===== config.mk =====
export PLATFORM = sky130hd
export DESIGN_NAME = key_debounce
export DESIGN_NICKNAME = d
export VERILOG_FILES = /design/src/rtl/key_debounce.sv
export SDC_FILE = /design/constraint.sdc
export NUM_CORES = 1
export LEC_CHECK = 0
export ABC_CLOCK_PERIOD_IN_PS = 3800
export CORE_MARGIN = 2
export CORE_UTILIZATION = 46
export DETAILED_ROUTE_END_ITERATION = 6
export GPL_ROUTABILITY_DRIVEN = 0
export PLACE_DENSITY = 0.65
export SLEW_MARGIN = 20
export SYNTH_ARGS = -nofsm -noshare
export SYNTH_HDL_FRONTEND = slang
export SYNTH_SLANG_ARGS = --single-unit

===== constraint.sdc =====
create_clock -name clk -period 3.8 [get_ports clk]
set_input_delay 0.76 -clock clk [delete_from_list [all_inputs] [get_ports clk]]
set_output_delay 0.76 -clock clk [all_outputs]
set_load 0.02 [all_outputs]

===== src/rtl/key_debounce.sv =====
// key_debounce: synchronises and debounces a raw key pin, producing a clean level,
// one-cycle press/release pulses and a saturating press counter.
module key_debounce #(
    parameter bit ACTIVE_LOW   = 1'b1,
    parameter int DEBOUNCE_CYC = 1_000_000,
    parameter int CNT_W        = 8
) (
    input  logic             clk,
    input  logic             rst,
    input  logic             key_in,
    input  logic             cnt_clr,
    output logic             key_level,
    output logic             key_press,
    output logic             key_release,
    output logic [CNT_W-1:0] press_cnt
);
    localparam int CW = $clog2(DEBOUNCE_CYC + 1);
    localparam logic [CW-1:0] LIM = CW'(DEBOUNCE_CYC);
    localparam logic REL = ACTIVE_LOW;
    typedef enum logic [1:0] {IDLE, P_FILT, PRESSED, R_FILT} state_t;
    state_t r_state, w_state;
    logic [1:0] r_sync;
    logic [CW-1:0] r_cnt, w_cnt, w_inc;
    logic w_s, w_level, w_press, w_rel;
    assign w_s = r_sync[1] ^ REL;
    // counter is always 0 in IDLE/PRESSED, so the first sample of a change counts as 1
    assign w_inc = r_cnt + CW'(1);
    always_comb begin
        w_state = r_state;
        w_cnt   = '0;
        w_level = key_level;
        w_press = 1'b0;
        w_rel   = 1'b0;
        if (r_state == IDLE || r_state == P_FILT) begin
            if (!w_s) w_state = IDLE;
            else if (w_inc == LIM) begin
                w_state = PRESSED;
                w_level = 1'b1;
                w_press = 1'b1;
            end else begin
                w_state = P_FILT;
                w_cnt   = w_inc;
            end
        end else begin
            if (w_s) w_state = PRESSED;
            else if (w_inc == LIM) begin
                w_state = IDLE;
                w_level = 1'b0;
                w_rel   = 1'b1;
            end else begin
                w_state = R_FILT;
                w_cnt   = w_inc;
            end
        end
    end
    always_ff @(posedge clk or posedge rst) begin
        if (rst) begin
            r_sync      <= {2{REL}};
            r_state     <= IDLE;
            r_cnt       <= '0;
            key_level   <= 1'b0;
            key_press   <= 1'b0;
            key_release <= 1'b0;
            press_cnt   <= '0;
        end else begin
            r_sync      <= {r_sync[0], key_in};
            r_state     <= w_state;
            r_cnt       <= w_cnt;
            key_level   <= w_level;
            key_press   <= w_press;
            key_release <= w_rel;
            if (cnt_clr) press_cnt <= '0;
            else if (key_press && press_cnt != '1) press_cnt <= press_cnt + CNT_W'(1);
        end
    end
endmodule


==> run metrics, run 1 <==
Synth area leaders=dfrtp_1, xnor2_1, nor2_1; M1 WL=1520 um; CP delay by family, top=compound AO/OA/AOI/OAI gates; Post-CTS Setup Inserts=0; vias in the first global route=1329; critical path class=flip-flop to flip-flop; Max Fclk=388 MHz; top layer in use=met4; Remaining Overflow, GRT=0; clock root buffer=clkbuf_8; CTS buffer count=5; Syn Area/Cell=10.1 um^2; Diodes inserted=0; Critical Path Fanout Max=15; WL/cell=13.3 um; share of post-route cells with drive strength above 1=9.55%; setup TNS=0 ns; CTS max path bufs=2; final WL=3280 um; worst vdd ir=0.176 mV; warnings from Yosys=0; Clock Skew=0.0126 ns; # nets final=204; DRT Pass-1 Iters=4; status=completed; CTS Sinks=34; Final period util=67.8%; Non-Filler Instances=247; Reg2Reg Setup Slack=1.22 ns; die span in x=66.6 um; CP arrival=2.75 ns; DRC viols=0; Worst slew margin=43.6%; first-pass GRT wire length=5990 um; MaxCap Viol Count=0; placed cell area=0.00199 mm^2; metal2 WL=1580 um; Cell Rows=22; antenna-violating nets left=0; most common cell in the synthesized netlist=dfrtp_1; worst min-delay path class=flip-flop to flip-flop; # IOs=15; ys async rst share=100%; largest net degree at the start of global routing=24; GRT Total Usage=18.1%; Final Setup Violations=0; Buf+Inv Stages, Crit Path=1; starting density of the core=48.5%; Area Growth Syn to Fin=17.2%; initial antenna violation count=0; DIE AREA=0.00443 mm^2; DRT iter0 DRCs=43; register area share after synthesis=47.4%; post-synth design cell area=0.00180 mm^2; synthesized instance count=178; placed cells=239; die height=66.6 um; core area=0.00372 mm^2; metal3 WL=133 um; CP cell instances=ha_1 > nand4_2 > or3_1 > a2111oi_0 > o2111a_2 > a31o_4 > inv_2 > and2_1; critical path required time=3.98 ns; pwr/cell area=346 mW/mm^2; Hold Buf Count CTS=0; CTS tree=built; cell area after layout=0.00211 mm^2; max-slew violation count=0; Design Power=0.730 mW; H-tree levels=2; number of synthesized register bits=34; Critical Path Max Stage Delay=0.42 ns; Final HPWL DP=2470 um; Tmin final=2.58 ns; Fin. Hold Viols=0; Final Util=56.8%; # fillers=328; PostCTS Resize Cnt=0; Via density=5.51; clock-pin slew on the worst setup and hold paths=0.07 ns; Clk Latency, worst-skew pair=0.28 ns; Leak Pwr=0.875 nW; Setup crit end kind=flip-flop; input/output buffers=14; slowest stage cell on the critical path=dfrtp_1; Syn Nets=184; worst-margin pin slew=0.845 ns; post-synth cell types=43; DR vias=1362; Synth area leader=dfrtp_1; RSZ-0062 raised after global routing=no; critical path startpoint category=flip-flop; top_reg_cell synth=dfrtp_1; Commonest cells post-synth=dfrtp_1, nor2_1, xnor2_1; EDFF count, synth=0; top cell type's share of synthesized area=44.4%
## final cells by class
cell class / count / area (um^2) / area share [%]
Inverter: 12 / 45.0 / 2.13
Tap cell: 48 / 60.1 / 2.85
Sequential cell: 34 / 853 / 40.4
Clock inverter: 1 / 30.0 / 1.42
Clock buffer: 7 / 86.3 / 4.09
Multi-Input combinational cell: 130 / 888 / 42.1
Timing Repair Buffer: 15 / 148 / 6.99
## registers in the layout, indices dropped and copies added, names as in the netlist
register	cells
key_level	1
key_press	1
r_sync	2
r_cnt	20
r_state	1
key_release	1
press_cnt	8
## metrics by stage
step,setup WS [ns],hold WS (ns)
floorplan,1.55,0.345
global placement,1.29,0.349
detailed placement,1.23,0.353
CTS,1.21,0.363
global route,1.01,0.363
finish,1.22,0.360
## cells in the final DEF (no fill, tap or decap), drive strengths merged, types with 3 or more instances in the layout
cell and count:
dfrtp 32, nor2 25, clkdlybuf4s50 14, xnor2 12
inv 12, nand3 11, xor2 10, nand2 9
nand4 9, nor3 8, clkbuf 7, a21oi 5
o21a 4, or3 3, a211oi 3, and2 3
## logic make-up after synthesis
logic type / share of synthesized area [%]
flops: 47.4
buf+inv: 3.33
fa+ha+maj: 1.39
compound gates: 13.5
xor+xnor: 10.7
simple gates: 22.6
mux: 1.11
## final timing paths
kind	from	endpoint	depth (start not counted)
setup / recovery	r_cnt[0]$_DFF_PP0_	r_cnt[1]$_DFF_PP0_	8
hold / removal	r_sync[0]$_DFF_PP1_	r_sync[1]$_DFF_PP1_	0
setup reg to reg	r_cnt[0]$_DFF_PP0_	r_cnt[1]$_DFF_PP0_	8
hold reg to reg	r_sync[0]$_DFF_PP1_	r_sync[1]$_DFF_PP1_	0
max in group asynchronous	rst	r_sync[0]$_DFF_PP1_	3
min in group asynchronous	rst	press_cnt[1]$_DFFE_PP0P_	2
## layer usage
metal  GRT usage (%)  vias up
met2            29.5       27
met4            7.65        0
li1                -      677
met5               0        -
met3            5.07        4
met1            22.5      654
## power by group
part | total, mW | internal [mW] | leakage [nW] | switching, mW
Combinational | 0.0224 | 0.00778 | 0.350 | 0.0146
Sequential | 0.371 | 0.366 | 0.466 | 0.00433
Clock | 0.337 | 0.214 | 0.0585 | 0.123
Total | 0.730 | 0.588 | 0.875 | 0.142
Note: power is estimated with default switching activity, not from simulation.
==> run 2, diff against run 1 <==
--- a/config.mk
+++ b/config.mk
@@ -5,7 +5,7 @@
 export SDC_FILE = /design/constraint.sdc
 export NUM_CORES = 1
 export LEC_CHECK = 0
-export ABC_CLOCK_PERIOD_IN_PS = 3800
+export ABC_CLOCK_PERIOD_IN_PS = 2470
 export CORE_MARGIN = 2
 export CORE_UTILIZATION = 46
 export DETAILED_ROUTE_END_ITERATION = 6
==> constraint.sdc (replaced) <==
create_clock -name clk -period 2.47 [get_ports clk]
set_input_delay 0.494 -clock clk [delete_from_list [all_inputs] [get_ports clk]]
set_output_delay 0.494 -clock clk [all_outputs]
set_load 0.02 [all_outputs]
==> run 2 against run 1 <==
Net effect:
- hold slack got worse by 0.0027 ns
- register-to-register slack worse by 1.1 ns
- sequential cell count is the same
- clock power is 25% higher
- sequential share of layout area is 1.5 points lower
- routed wire length up 12%
- total power grew 42%
- critical endpoint is now r_cnt[16]$_DFF_PP0_
==> run metrics, run 2 (synthesis gave the netlist of run 1 again) <==
DRT Pass-1 Iters=4 (unchanged); area of the multi-input gates=888 um^2 (unchanged); DIE AREA=0.00443 mm^2 (unchanged); Setup crit end kind=flip-flop; Final Util=59.2% (+2.4 points); first-pass GRT wire length=6140 um (+2.5%); Seq pwr share=55.0% (+4.2 points); Top reg by flops=r_cnt; # fillers=324 (-1.2%); critical path startpoint category=flip-flop; max reg flops=20 (unchanged); CP cell instances=nand4_4 > or4_4 > a2111oi_4 > o2111a_2 > a31o_4 > inv_2 > and2_1; Final HPWL DP=2780 um (+13%); worst hold path depth=0 (unchanged); placed cells=250 (+4.6%); top flop regs=r_cnt: 20 flops, press_cnt: 8 flops, r_sync: 2 flops; input/output buffers=14 (unchanged); die height=66.6 um (unchanged); critical path required time=2.64 ns (-1.34 ns); antenna-violating nets left=0 (unchanged); CTS buffer count=5 (unchanged); clock-pin slew on the worst setup and hold paths=0.07 ns (about the same); Fin. Hold Viols=0 (unchanged); DRC viols=0 (unchanged); setup TNS=0 ns (unchanged); final WL=3670 um (+12%); Critical Path Max Stage Delay=0.53 ns (+0.11 ns); Via density=5.51 (-0.12%); worst min-delay path class=flip-flop to flip-flop; max-slew violation count=0 (unchanged); CTS tree=built; Non-Filler Instances=258 (+4.5%); Final Setup Violations=0 (unchanged); DRT iter0 DRCs=41 (-4.7%); Max Fclk=427 MHz (+9.9%); Clock Skew=0.00972 ns (-0.00289 ns); # nets final=215 (+5.4%); GRT Total Usage=18.8% (+0.64 points); CP arrival=2.51 ns (-0.24 ns); slowest stage cell on the critical path=or4_4; RSZ-0062 raised after global routing=no; clock root buffer=clkbuf_8; Cell Rows=22 (unchanged); starting density of the core=48.5% (unchanged); vias in the first global route=1379 (+3.8%); WL/cell=14.2 um (+7.0%); Clk pwr share=40.7% (-5.4 points); Final period util=94.9% (+27 points); critical path class=flip-flop to flip-flop; internal power=0.807 mW (+37%); Comb pwr share=4.3% (+1.2 points); Psw=0.230 mW (+62%); CTS max path bufs=2 (unchanged); die span in x=66.6 um (unchanged); pwr/cell area=471 mW/mm^2 (+36%); worst vdd ir=0.446 mV (+150%); H-tree levels=2 (unchanged); CTS Sinks=34 (unchanged); share of post-route cells with drive strength above 1=16.2% (+6.6 points); Tmin final=2.34 ns (-0.232 ns); status=completed; Post-CTS Setup Inserts=0 (unchanged); Area Growth Syn to Fin=22.2%; Remaining Overflow, GRT=0 (unchanged); Clk Latency, worst-skew pair=0.29 ns (about the same); MaxCap Viol Count=0 (unchanged); most common cell after layout, fill and taps aside=dfrtp_1; R2R depth=7 (-1); worst-margin pin slew=0.581 ns (-0.264 ns); Sw Share=22.1% (+2.7 points); largest net degree at the start of global routing=22 (-8.3%); initial antenna violation count=0 (unchanged); FF/Latch Area=857 um^2 (+0.44%); Leak Pwr=0.922 nW (+5.4%); most frequent cells in the layout=dfrtp_1, nor2_1, clkdlybuf4s50_1; Critical Path Fanout Max=7 (-8); core area=0.00372 mm^2 (unchanged); # IOs=15 (unchanged); Worst slew margin=61.2% (+18 points); Diodes inserted=0 (unchanged); DR vias=1421 (+4.3%)
## run 2: cell types whose count changed in the layout (fill, tap and decap cells not counted), sizes merged
cell / change
bufinv: -1
clkinvlp: +1
clkinv: +1
buf: +11
clkbuf: -1
## run 2: repair_timing
| item | 4_1_cts | 5_1_grt |
|---|---|---|
| hold buffers | 0 | 0 |
| gates resized for setup | 0 | 3 |
| hold endpoints to repair | 0 | 0 |
| setup endpoints to repair | 0 | 15 |
## run 2: final timing paths
kind | startpoint | end | slack (ns)
setup / recovery | r_cnt[6]$_DFF_PP0_ | r_cnt[16]$_DFF_PP0_ | 0.13
hold / removal | r_sync[0]$_DFF_PP1_ | r_sync[1]$_DFF_PP1_ | 0.36
setup reg to reg | r_cnt[6]$_DFF_PP0_ | r_cnt[16]$_DFF_PP0_ | 0.13
hold reg to reg | r_sync[0]$_DFF_PP1_ | r_sync[1]$_DFF_PP1_ | 0.36
max in group asynchronous | rst | r_cnt[7]$_DFF_PP0_ | 1.37
min in group asynchronous | rst | key_level$_DFFE_PP0P_ | 0.57
## run 2: power by group through the flow
stage                     clock, mW  sequential, mW  combinational, mW
final                         0.422           0.570             0.0444
after global routing          0.456           0.571             0.0498
after global placement            0           0.580             0.0451
after CTS                     0.436           0.570             0.0454
after detailed placement          0           0.580             0.0455
after floorplan                   0           0.579             0.0246
## run 2: stage by stage
| step | total power [mW] | setup slack [ns] | cell area, um^2 | hold slack, ns |
|---|---|---|---|---|
| floorplan | 0.604 | 0.215 | 1800 | 0.345 |
| global placement | 0.625 | 0.114 | 2100 | 0.347 |
| detailed placement | 0.626 | 0.0711 | 2100 | 0.349 |
| CTS | 1.05 | 0.0540 | 2200 | 0.360 |
| global route | 1.08 | 0.00490 | 2200 | 0.361 |
| finish | 1.04 | 0.126 | 2200 | 0.357 |
## run 2: layout make-up
class	instances	area share, %
Multi-Input combinational cell	130	40.4
Sequential cell	34	38.9
Timing Repair Buffer	26	11.6
Clock buffer	6	3.75
Tap cell	48	2.73
Inverter	12	2.05
Clock inverter	2	0.569
## run 2: critical path: cells and delay by family (launching register included)
| family | cells | cell delay, ns |
|---|---|---|
| simple gates | 3 | 0.85 |
| buf+inv | 1 | 0.05 |
| compound gates | 3 | 0.87 |
| flops | 1 | 0.45 |
## run 2: per-layer routing
layer	up-vias	GRT usage [%]	routed length, um	share of wire [%]
met4	0	9.44	23	0.63
met2	36	31.4	1870	51
met5	-	0	0	0
li1	701	-	-	-
met3	2	4.90	161	4.4
met1	682	22.2	1620	44
